File: config.mk
export PLATFORM = sky130hd
export DESIGN_NAME = mac_ifmaps_line_buffer
export DESIGN_NICKNAME = d
export VERILOG_FILES = /design/src/rtl/mac_ifmaps_line_buffer_pkg.sv /design/src/rtl/mac_lb_row_mem.sv /design/src/rtl/mac_ifmaps_line_buffer.sv
export SDC_FILE = /design/constraint.sdc
export NUM_CORES = 1
export LEC_CHECK = 0
export ABC_AREA = 1
export CAP_MARGIN = 0
export CORE_MARGIN = 2
export CORE_UTILIZATION = 42
export CTS_CLUSTER_DIAMETER = 50
export DETAILED_ROUTE_END_ITERATION = 6
export GPL_ROUTABILITY_DRIVEN = 0
export SLEW_MARGIN = 5
export SYNTH_ARGS = -nofsm -noshare
export SYNTH_HDL_FRONTEND = slang
export SYNTH_SLANG_ARGS = --single-unit
File: constraint.sdc
create_clock -name clk -period 3.7 [get_ports clk]
set_clock_uncertainty 0.15 [all_clocks]
set_input_delay 0.555 -clock clk [delete_from_list [all_inputs] [get_ports clk]]
set_output_delay 0.555 -clock clk [all_outputs]
set_load 0.05 [all_outputs]
File: src/rtl/mac_ifmaps_line_buffer_pkg.sv
// Shared types and constants for the ifmaps line buffer that feeds the
// 5-row MAC ifmaps FIFO.
package mac_ifmaps_line_buffer_pkg;

  typedef enum logic [1:0] {
    ST_IDLE   = 2'd0,
    ST_FILL   = 2'd1,
    ST_STREAM = 2'd2,
    ST_DONE   = 2'd3
  } lb_state_e;

  localparam int MIN_ROWS    = 5;
  localparam int NUM_LB_ROWS = 4;

  // Ceiling log2; the address width needed to index 'value' entries.
  function automatic int clogb2(input int value);
    int v;
    int result;
    v = value - 1;
    result = 0;
    while (v > 0) begin
      result++;
      v = v >> 1;
    end
    return result;
  endfunction

endpackage

File: src/rtl/mac_lb_row_mem.sv
// One line-buffer row: register array with asynchronous read and
// synchronous write with enable.
module mac_lb_row_mem #(
  parameter int DATA_WIDTH = 8,
  parameter int DEPTH      = 32,
  parameter int AW         = 5
) (
  input  logic                  clk,
  input  logic                  we,
  input  logic [AW-1:0]         addr,
  input  logic [DATA_WIDTH-1:0] wdata,
  output logic [DATA_WIDTH-1:0] rdata
);

  logic [DATA_WIDTH-1:0] mem_q [DEPTH];

  // NOTE: storage has no reset on purpose; every location is rewritten during
  // FILL before it can reach an output, so clearing it would only cost area.
  always_ff @(posedge clk) begin
    if (we) mem_q[addr] <= wdata;
  end

  assign rdata = mem_q[addr];

endmodule

File: src/rtl/mac_ifmaps_line_buffer.sv
// Raster pixel stream in, 5-pixel vertical columns (rows r-4..r) out, using
// the ifmaps FIFO's valid/full pair as the downstream handshake.
module mac_ifmaps_line_buffer
  import mac_ifmaps_line_buffer_pkg::*;
#(
  parameter int DATA_WIDTH = 8,
  parameter int MAX_COLS   = 32,
  parameter int ROW_W      = 16
) (
  input  logic                            clk,
  input  logic                            rst,
  input  logic                            start,
  input  logic [clogb2(MAX_COLS):0]       cfg_cols,
  input  logic [ROW_W-1:0]                cfg_rows,
  input  logic [DATA_WIDTH-1:0]           pix_data,
  input  logic                            pix_valid,
  output logic                            pix_ready,
  output logic [DATA_WIDTH-1:0]           ifmaps_fifo_row0_in,
  output logic [DATA_WIDTH-1:0]           ifmaps_fifo_row1_in,
  output logic [DATA_WIDTH-1:0]           ifmaps_fifo_row2_in,
  output logic [DATA_WIDTH-1:0]           ifmaps_fifo_row3_in,
  output logic [DATA_WIDTH-1:0]           ifmaps_fifo_row4_in,
  output logic                            ifmaps_input_valid,
  input  logic                            fifo_full,
  output logic                            busy,
  output logic                            done,
  output logic                            cfg_error
);

  localparam int AW = clogb2(MAX_COLS);
  localparam int CW = AW + 1;
  localparam logic [CW-1:0]    MAX_COLS_C  = CW'(MAX_COLS);
  localparam logic [ROW_W-1:0] MIN_ROWS_C  = ROW_W'(MIN_ROWS);
  localparam logic [ROW_W-1:0] LAST_FILL_C = ROW_W'(NUM_LB_ROWS - 1);

  lb_state_e         state_q, state_d;
  logic [AW-1:0]     col_q, col_d;
  logic [ROW_W-1:0]  row_q, row_d;
  logic [CW-1:0]     cols_q, cols_d;
  logic [ROW_W-1:0]  rows_q, rows_d;
  logic              err_q, err_d;
  logic              accept, col_last, row_last, cfg_bad;

  logic [DATA_WIDTH-1:0] lb_rd [NUM_LB_ROWS];
  logic [DATA_WIDTH-1:0] lb_wr [NUM_LB_ROWS];

  assign cfg_bad  = (cfg_rows < MIN_ROWS_C) || (cfg_cols == '0) || (cfg_cols > MAX_COLS_C);
  assign col_last = ({1'b0, col_q} == cols_q - CW'(1));
  assign row_last = (row_q == rows_q - ROW_W'(1));

  // NOTE: every output of this block is given a default first, so no path
  // through the case statement can leave a signal unassigned and infer a latch.
  always_comb begin
    state_d            = state_q;
    col_d              = col_q;
    row_d              = row_q;
    cols_d             = cols_q;
    rows_d             = rows_q;
    err_d              = err_q;
    pix_ready          = 1'b0;
    ifmaps_input_valid = 1'b0;
    busy               = 1'b0;
    done               = 1'b0;
    cfg_error          = 1'b0;

    case (state_q)
      ST_IDLE: begin
        if (start) begin
          cols_d  = cfg_cols;
          rows_d  = cfg_rows;
          col_d   = '0;
          row_d   = '0;
          err_d   = cfg_bad;
          state_d = cfg_bad ? ST_DONE : ST_FILL;
        end
      end
      ST_FILL: begin
        busy      = 1'b1;
        pix_ready = 1'b1;
      end
      ST_STREAM: begin
        busy               = 1'b1;
        pix_ready          = ~fifo_full;
        ifmaps_input_valid = pix_valid & ~fifo_full;
      end
      ST_DONE: begin
        done      = 1'b1;
        cfg_error = err_q;
        err_d     = 1'b0;
        state_d   = ST_IDLE;
      end
    endcase

    accept = pix_valid & pix_ready;
    if (accept) begin
      if (col_last) begin
        col_d = '0;
        row_d = row_q + ROW_W'(1);
        if (state_q == ST_FILL && row_q == LAST_FILL_C) state_d = ST_STREAM;
        if (state_q == ST_STREAM && row_last)           state_d = ST_DONE;
      end else begin
        col_d = col_q + AW'(1);
      end
    end
  end

  // NOTE: state registers use non-blocking assignments so every flop samples
  // the pre-edge value of its neighbours, independent of statement order.
  always_ff @(posedge clk) begin
    if (rst) begin
      state_q <= ST_IDLE;
      col_q   <= '0;
      row_q   <= '0;
      cols_q  <= '0;
      rows_q  <= '0;
      err_q   <= 1'b0;
    end else begin
      state_q <= state_d;
      col_q   <= col_d;
      row_q   <= row_d;
      cols_q  <= cols_d;
      rows_q  <= rows_d;
      err_q   <= err_d;
    end
  end

  // Each row shifts one step older on accept: row k takes row k+1's pixel,
  // the youngest row takes the incoming pixel.
  for (genvar k = 0; k < NUM_LB_ROWS; k++) begin : g_row
    if (k == NUM_LB_ROWS - 1) begin : g_top
      assign lb_wr[k] = pix_data;
    end else begin : g_mid
      assign lb_wr[k] = lb_rd[k+1];
    end

    mac_lb_row_mem #(
      .DATA_WIDTH (DATA_WIDTH),
      .DEPTH      (MAX_COLS),
      .AW         (AW)
    ) u_mem (
      .clk   (clk),
      .we    (accept),
      .addr  (col_q),
      .wdata (lb_wr[k]),
      .rdata (lb_rd[k])
    );
  end

  assign ifmaps_fifo_row0_in = ifmaps_input_valid ? lb_rd[0] : '0;
  assign ifmaps_fifo_row1_in = ifmaps_input_valid ? lb_rd[1] : '0;
  assign ifmaps_fifo_row2_in = ifmaps_input_valid ? lb_rd[2] : '0;
  assign ifmaps_fifo_row3_in = ifmaps_input_valid ? lb_rd[3] : '0;
  assign ifmaps_fifo_row4_in = ifmaps_input_valid ? pix_data : '0;

endmodule

-- After elaboration in Yosys (flattened, before gate mapping)
Memories as Yosys holds them, arrays and structs flattened. A register that Yosys moved wholly into a read port is not among the register bits.
Cells that the tools add are included.
- add/subtract/negate cells: 4
- magnitude comparators: 2
- eq/ne operators: 7
- mux-type cells: 37
- bitwise logic cells: 3
- reductions and logical operators: 13
- operators with widths (operator ; count):
    $mux W16 ; 4
    $mux W5 ; 12
    $mux W8 ; 5
    $add A16 B1 Y16 const B ; 1
    $eq A16 B16 Y1 ; 1
    $eq A16 B2 Y1 const B ; 1
    $lt A16 B3 Y1 const B ; 1
    $sub A16 B1 Y16 const B ; 1
    $mux W2 ; 6
    $mux W1 ; 7
    $eq A5 B6 Y1 ; 1
    $gt A6 B6 Y1 const B ; 1
    $logic_not A6 Y1 ; 1
    $reduce_and A2 Y1 ; 3
    $reduce_bool A2 Y1 ; 3
    $sub A6 B1 Y6 const B ; 1
    $add A5 B1 Y5 const B ; 1
    $eq A2 B2 Y1 const B ; 2
    $pmux W1 S2 ; 2
    $pmux W2 S2 ; 1
    $and A1 B1 Y1 ; 2
    $eq A2 B1 Y1 const B ; 1
    $logic_and A1 B1 Y1 ; 2
    $logic_not A2 Y1 ; 1
    4 further kinds ; 5
- flip-flop bits (word level): 46
- bits in writable memories: 1024
- input bits: 35
- output and inout bits: 45
- logic and storage cells: 76
- memories kept: 4
- memory list (name ; depth ; bits a word ; read ports ; clocked after Yosys merged registers in ; wr ports ; line ; RTL):
    g_row[0].u_mem.mem_q ; 32 ; 8 ; 1 ; 1 ; 1 ; mac_lb_row_mem.sv:15 ; logic [DATA_WIDTH-1:0] mem_q [DEPTH];
    g_row[1].u_mem.mem_q ; 32 ; 8 ; 1 ; 1 ; 1 ; mac_lb_row_mem.sv:15 ;
    g_row[2].u_mem.mem_q ; 32 ; 8 ; 1 ; 1 ; 1 ; mac_lb_row_mem.sv:15 ;
    g_row[3].u_mem.mem_q ; 32 ; 8 ; 1 ; 1 ; 1 ; mac_lb_row_mem.sv:15 ;

-- Logic depth before layout (Yosys ltp)
- depth in word-level cells: 10
- mapped depth: 14
- mapped depth without buffers: 13

-- Modules after synthesis
From an unflattened synthesis, not the netlist that was laid out.
- cells, all modules: 4787
- area, all modules: 46788.6 µm²
- by module, submodules not included (module ; times used ; cells an instance ; area an instance (µm²) ; sequential area each (µm²)):
    mac_lb_row_mem ; 4 ; 1055 ; 10827.9 ; 7687.4
    mac_ifmaps_line_buffer ; 1 ; 567 ; 3477.1 ; 920.9

-- Worst setup path before layout
OpenSTA, ideal clock, no wires.
- path type: reg2reg
- start: register state_q[0]
- end: memory g_row[0].u_mem.mem_q[0][0] (enable)
- library setup time: 421 ps
- arrival: 3039 ps
- required time: 3129 ps
- path slack: 90 ps
- cell stages (with the launch flop): 7
- clock period less this slack: 3610 ps
- cells stage by stage: dfxtp_1 -> inv_1 -> ha_1 -> nand3_1 -> inv_1 -> nand2_1 -> nor2_1
- longest elaborated chain between the ends: 5
- elaborated cells on any way between the ends: 6
- those cells by class: 2 x eq/ne; 3 x mux; 1 x bitwise
- RTL lines (item ; line ; RTL):
    start: declaration ; mac_ifmaps_line_buffer.sv:36 ; lb_state_e state_q, state_d;
    start signal: assignment ; mac_ifmaps_line_buffer.sv:118 ; state_q <= state_d;
    $eq A2 B2 Y1 / $eq A2 B1 Y1 (equally long branches) ; mac_ifmaps_line_buffer.sv:66 ; case (state_q)
    $pmux W1 S2 (*) ; mac_ifmaps_line_buffer.sv:66 ;
    $and A1 B1 Y1 (*) ; mac_ifmaps_line_buffer.sv:94 ; accept = pix_valid & pix_ready;
    $mux W1 (*) ; mac_lb_row_mem.sv:20 ; if (we) mem_q[addr] <= wdata;
    $mux W1 (implied by the code) (*) ; mac_lb_row_mem.sv:20 ;
    end: declaration ; mac_lb_row_mem.sv:15 ;
Every way passes the cells marked *; elsewhere a longest branch is shown, timed or not.

==> metrics.txt <==
status=completed; post-layout util=0.4948; Final Hold Vio Count=0; Power, Total=28.84 mW; Longest Clk Path Bufs=3; Yosys reg bits=1,075; Worst EP required=2.99 ns; Final Max Slew Viols=0; Nets=3,625; WS Path Type=flip-flop to output pin; Synth Net Count=3,515; Critical path buffers and inverters=3; via/cell ratio=5.780; number of max-cap violations=0; Post-DP HPWL=65,340 um; Pleak=16.91 nW; Final WS setup=0.03592 ns; # DRC=0; number of global-route vias before repair=27,840; Period Utilization, post-route=0.9903; Total Wirelength=129,000 um; Setup-failing EPs final=0; CP max stage delay=0.46 ns; WHS=0.3082 ns; die area=106,200 um2; Worst slew margin=0.3704; crit end category=output pin; peak supply drop=376.4 uV; Post-Synthesis Cell Area=43,500 um2; Clock Pin Slew Worst Setup and Hold Paths=0.06 ns; most used cell, CP=o21ai_0; CTS H-tree lvls=3; die height=325.8 um; hold wc startpoint=cfg_rows[13]; Hold Path End=rows_q[13]; pwr/cell area=565.5 nW/um2; terminus of the critical flop-to-flop path=g_row[0].u_mem.mem_q[5][0]; setup tns final=0 ns; Area Growth Syn to Fin=17.23%; TritonCTS clock tree=yes; Detailed Routing Iterations Pass 1=7; crit path max fanout=70; unrepaired setup endpoints after global routing=yes; CP Data Arrival Time=2.96 ns; Syn Area/Cell=12.54 um2; antenna violations before repair=1; first-pass GRT wire length=184,400 um; Initial Util=0.4221; layout cells sized above 1=0.1177; worst path cell trace=buf_4 -> buf_16 -> o21ai_0 -> o22ai_1 -> o21ai_0 -> nand3_1 -> o21ai_1 -> nor2_2 -> buf_12; dpl ws=0.1951 ns; Netlist cell types=33; slowest stage cell, crit path=dfxtp_4; Slew @ Worst Pin=0.9434 ns; FP Rows=118; Total GRT Usage=0.2337; WL per Instance=25.50 um; main flop type after synthesis=edfxtp_1; Clock Sinks=1,075; Buffers on Ports=79; CP top delay family=buffers and inverters; fmax=272.9 MHz; post-route minimum period=3.664 ns; largest net degree at the start of global routing=134; Hold Path Depth=3; root buffer cell=clkbuf_16; Vias=29,240; Post-synth EDFFs=1,024; Worst R2R Setup Slack=0.68 ns; drt initial violations=3,510; ANT nets after route=0; total grt overflow=0; reg2reg path depth=9; Post-Synthesis Cells=3,469; Die X=325.8 um; synth warn=0; min-delay worst type=input pin to flip-flop; Hold Buf Count CTS=0; clk_lat worst skew=0.72 ns; share of flip-flops with an asynchronous set or reset=0; CTS buffer count=112; CP Launch Type=flip-flop; core area=103,100 um2; post-synthesis sequential area ratio=0.7304; number of I/O pins=80
==> synth_stat cells (all sizes together), types with 3 or more instances <==
master	count	area (um2)
clkbuf	149	559.3
xor2	14	122.6
a31oi	4	25.02
o211ai	18	135.1
a21oi	94	470.5
nand4	6	37.54
nand3	147	735.7
o21ai	588	2943
xnor2	8	70.07
nand2	235	882.1
nor3	7	35.03
inv	113	426.7
edfxtp	1024	30750
dfxtp	51	1021
or2	3	18.77
o22ai	54	337.8
nand3b	4	30.03
ha	11	137.6
nor2	664	2505
o221ai	184	1612
buf	88	626.9
==> metrics by stage <==
step	cell area (um2)	std cells
after detailed placement	46850	4825
after floorplan	43500	3469
after global placement	46850	4825
after global routing	50990	5058
final	51000	5059
after CTS	50690	5045
==> power breakdown <==
group          switching [mW]  internal [mW]
combinational            2.76           1.12
clock                    4.81           6.08
sequential              0.103           14.0
total                    7.67           21.2
==> flip-flops by register name, summed over array words and instances (netlist names), named ones only <==
register and count:
g_row.u_mem.mem_q 1024, row_q 16, rows_q 16, cols_q 6
col_q 5, state_q 2, err_q 1
==> worst min-delay path, stage by stage <==
cell and delay, ns:
clkdlybuf4s50_1 0.39, inv_1 0.08, a21oi_1 0.06
==> cell type report <==
| type | instances | area, um2 |
|---|---|---|
| clock buffer | 133 | 2913 |
| multi-input combinational | 2043 | 10470 |
| fill | 9013 | 52060 |
| timing repair inverter | 1 | 20.02 |
| sequential | 1075 | 31790 |
| clock inverter | 80 | 654.4 |
| antenna | 1 | 2.502 |
| inverter | 114 | 480.5 |
| tap | 1380 | 1727 |
| timing repair buffer | 232 | 2937 |
==> cells by family after synthesis <==
kind of cell / synth area share
buffers and inverters: 0.03716
XOR/XNOR: 0.004430
AO/OA/AOI/OAI: 0.1271
AND/OR/NAND/NOR: 0.09774
adder cells (fa/ha/maj): 0.003164
flip-flops: 0.7304
==> repair_timing <==
item                       in CTS  in global routing
resized for setup              30                 23
pin swaps                       0                  3
setup endpoints to repair      30                 31
cloned                          4                  6
buffers inserted                3                  7
==> metal layers <==
| layer | track usage | vias to the layer above | wire length (um) |
|---|---|---|---|
| li1 | - | 13060 | - |
| met1 | 0.3235 | 14640 | 53160 |
| met2 | 0.3781 | 1309 | 61340 |
| met3 | 0.03593 | 229 | 10650 |
| met4 | 0.07954 | 2 | 3810 |
| met5 | 0 | - | 13 |
==> worst max-delay path by stage <==
stage,to,slack (ns),cells past startpoint
2_1_floorplan,g_row[0].u_mem.mem_q[0][0],0.09,6
3_3_place_gp,ifmaps_fifo_row1_in[6],0.20,6
3_5_place_dp,ifmaps_fifo_row1_in[6],0.20,6
4_1_cts,ifmaps_fifo_row0_in[1],-0.002,9
5_1_grt,ifmaps_fifo_row3_in[1],-0.07,10
6_report,ifmaps_fifo_row3_in[1],0.04,9
==> cells in the final DEF (no fill, tap or decap), types with 7 or more instances in the layout <==
master           netlist  routed
o211ai_1              18      18
dfxtp_1               51      46
nand2_1              235     234
clkdlybuf4s50_1        0      38
buf_4                 14     109
nor2_1               661     621
o21ai_1               28      25
buf_12                 0      61
xnor2_1                8       8
o21ai_0              560     559
ha_1                  11      11
clkinvlp_4             0       7
clkinv_2               0      23
o221ai_1             184     184
buf_16                 0      10
xor2_1                14      14
o22ai_1               54      54
inv_1                108     105
a21oi_2                0       7
edfxtp_1            1024    1024
buf_6                 22       7
nor3_1                 7       7
nor2_4                 1      36
clkinv_1               1      31
nand3_1              147     147
clkbuf_16              0     118
nor2_2                 2       7
a21oi_1               94      84
clkbuf_1             149      19
(Power assumes the default switching activity.)
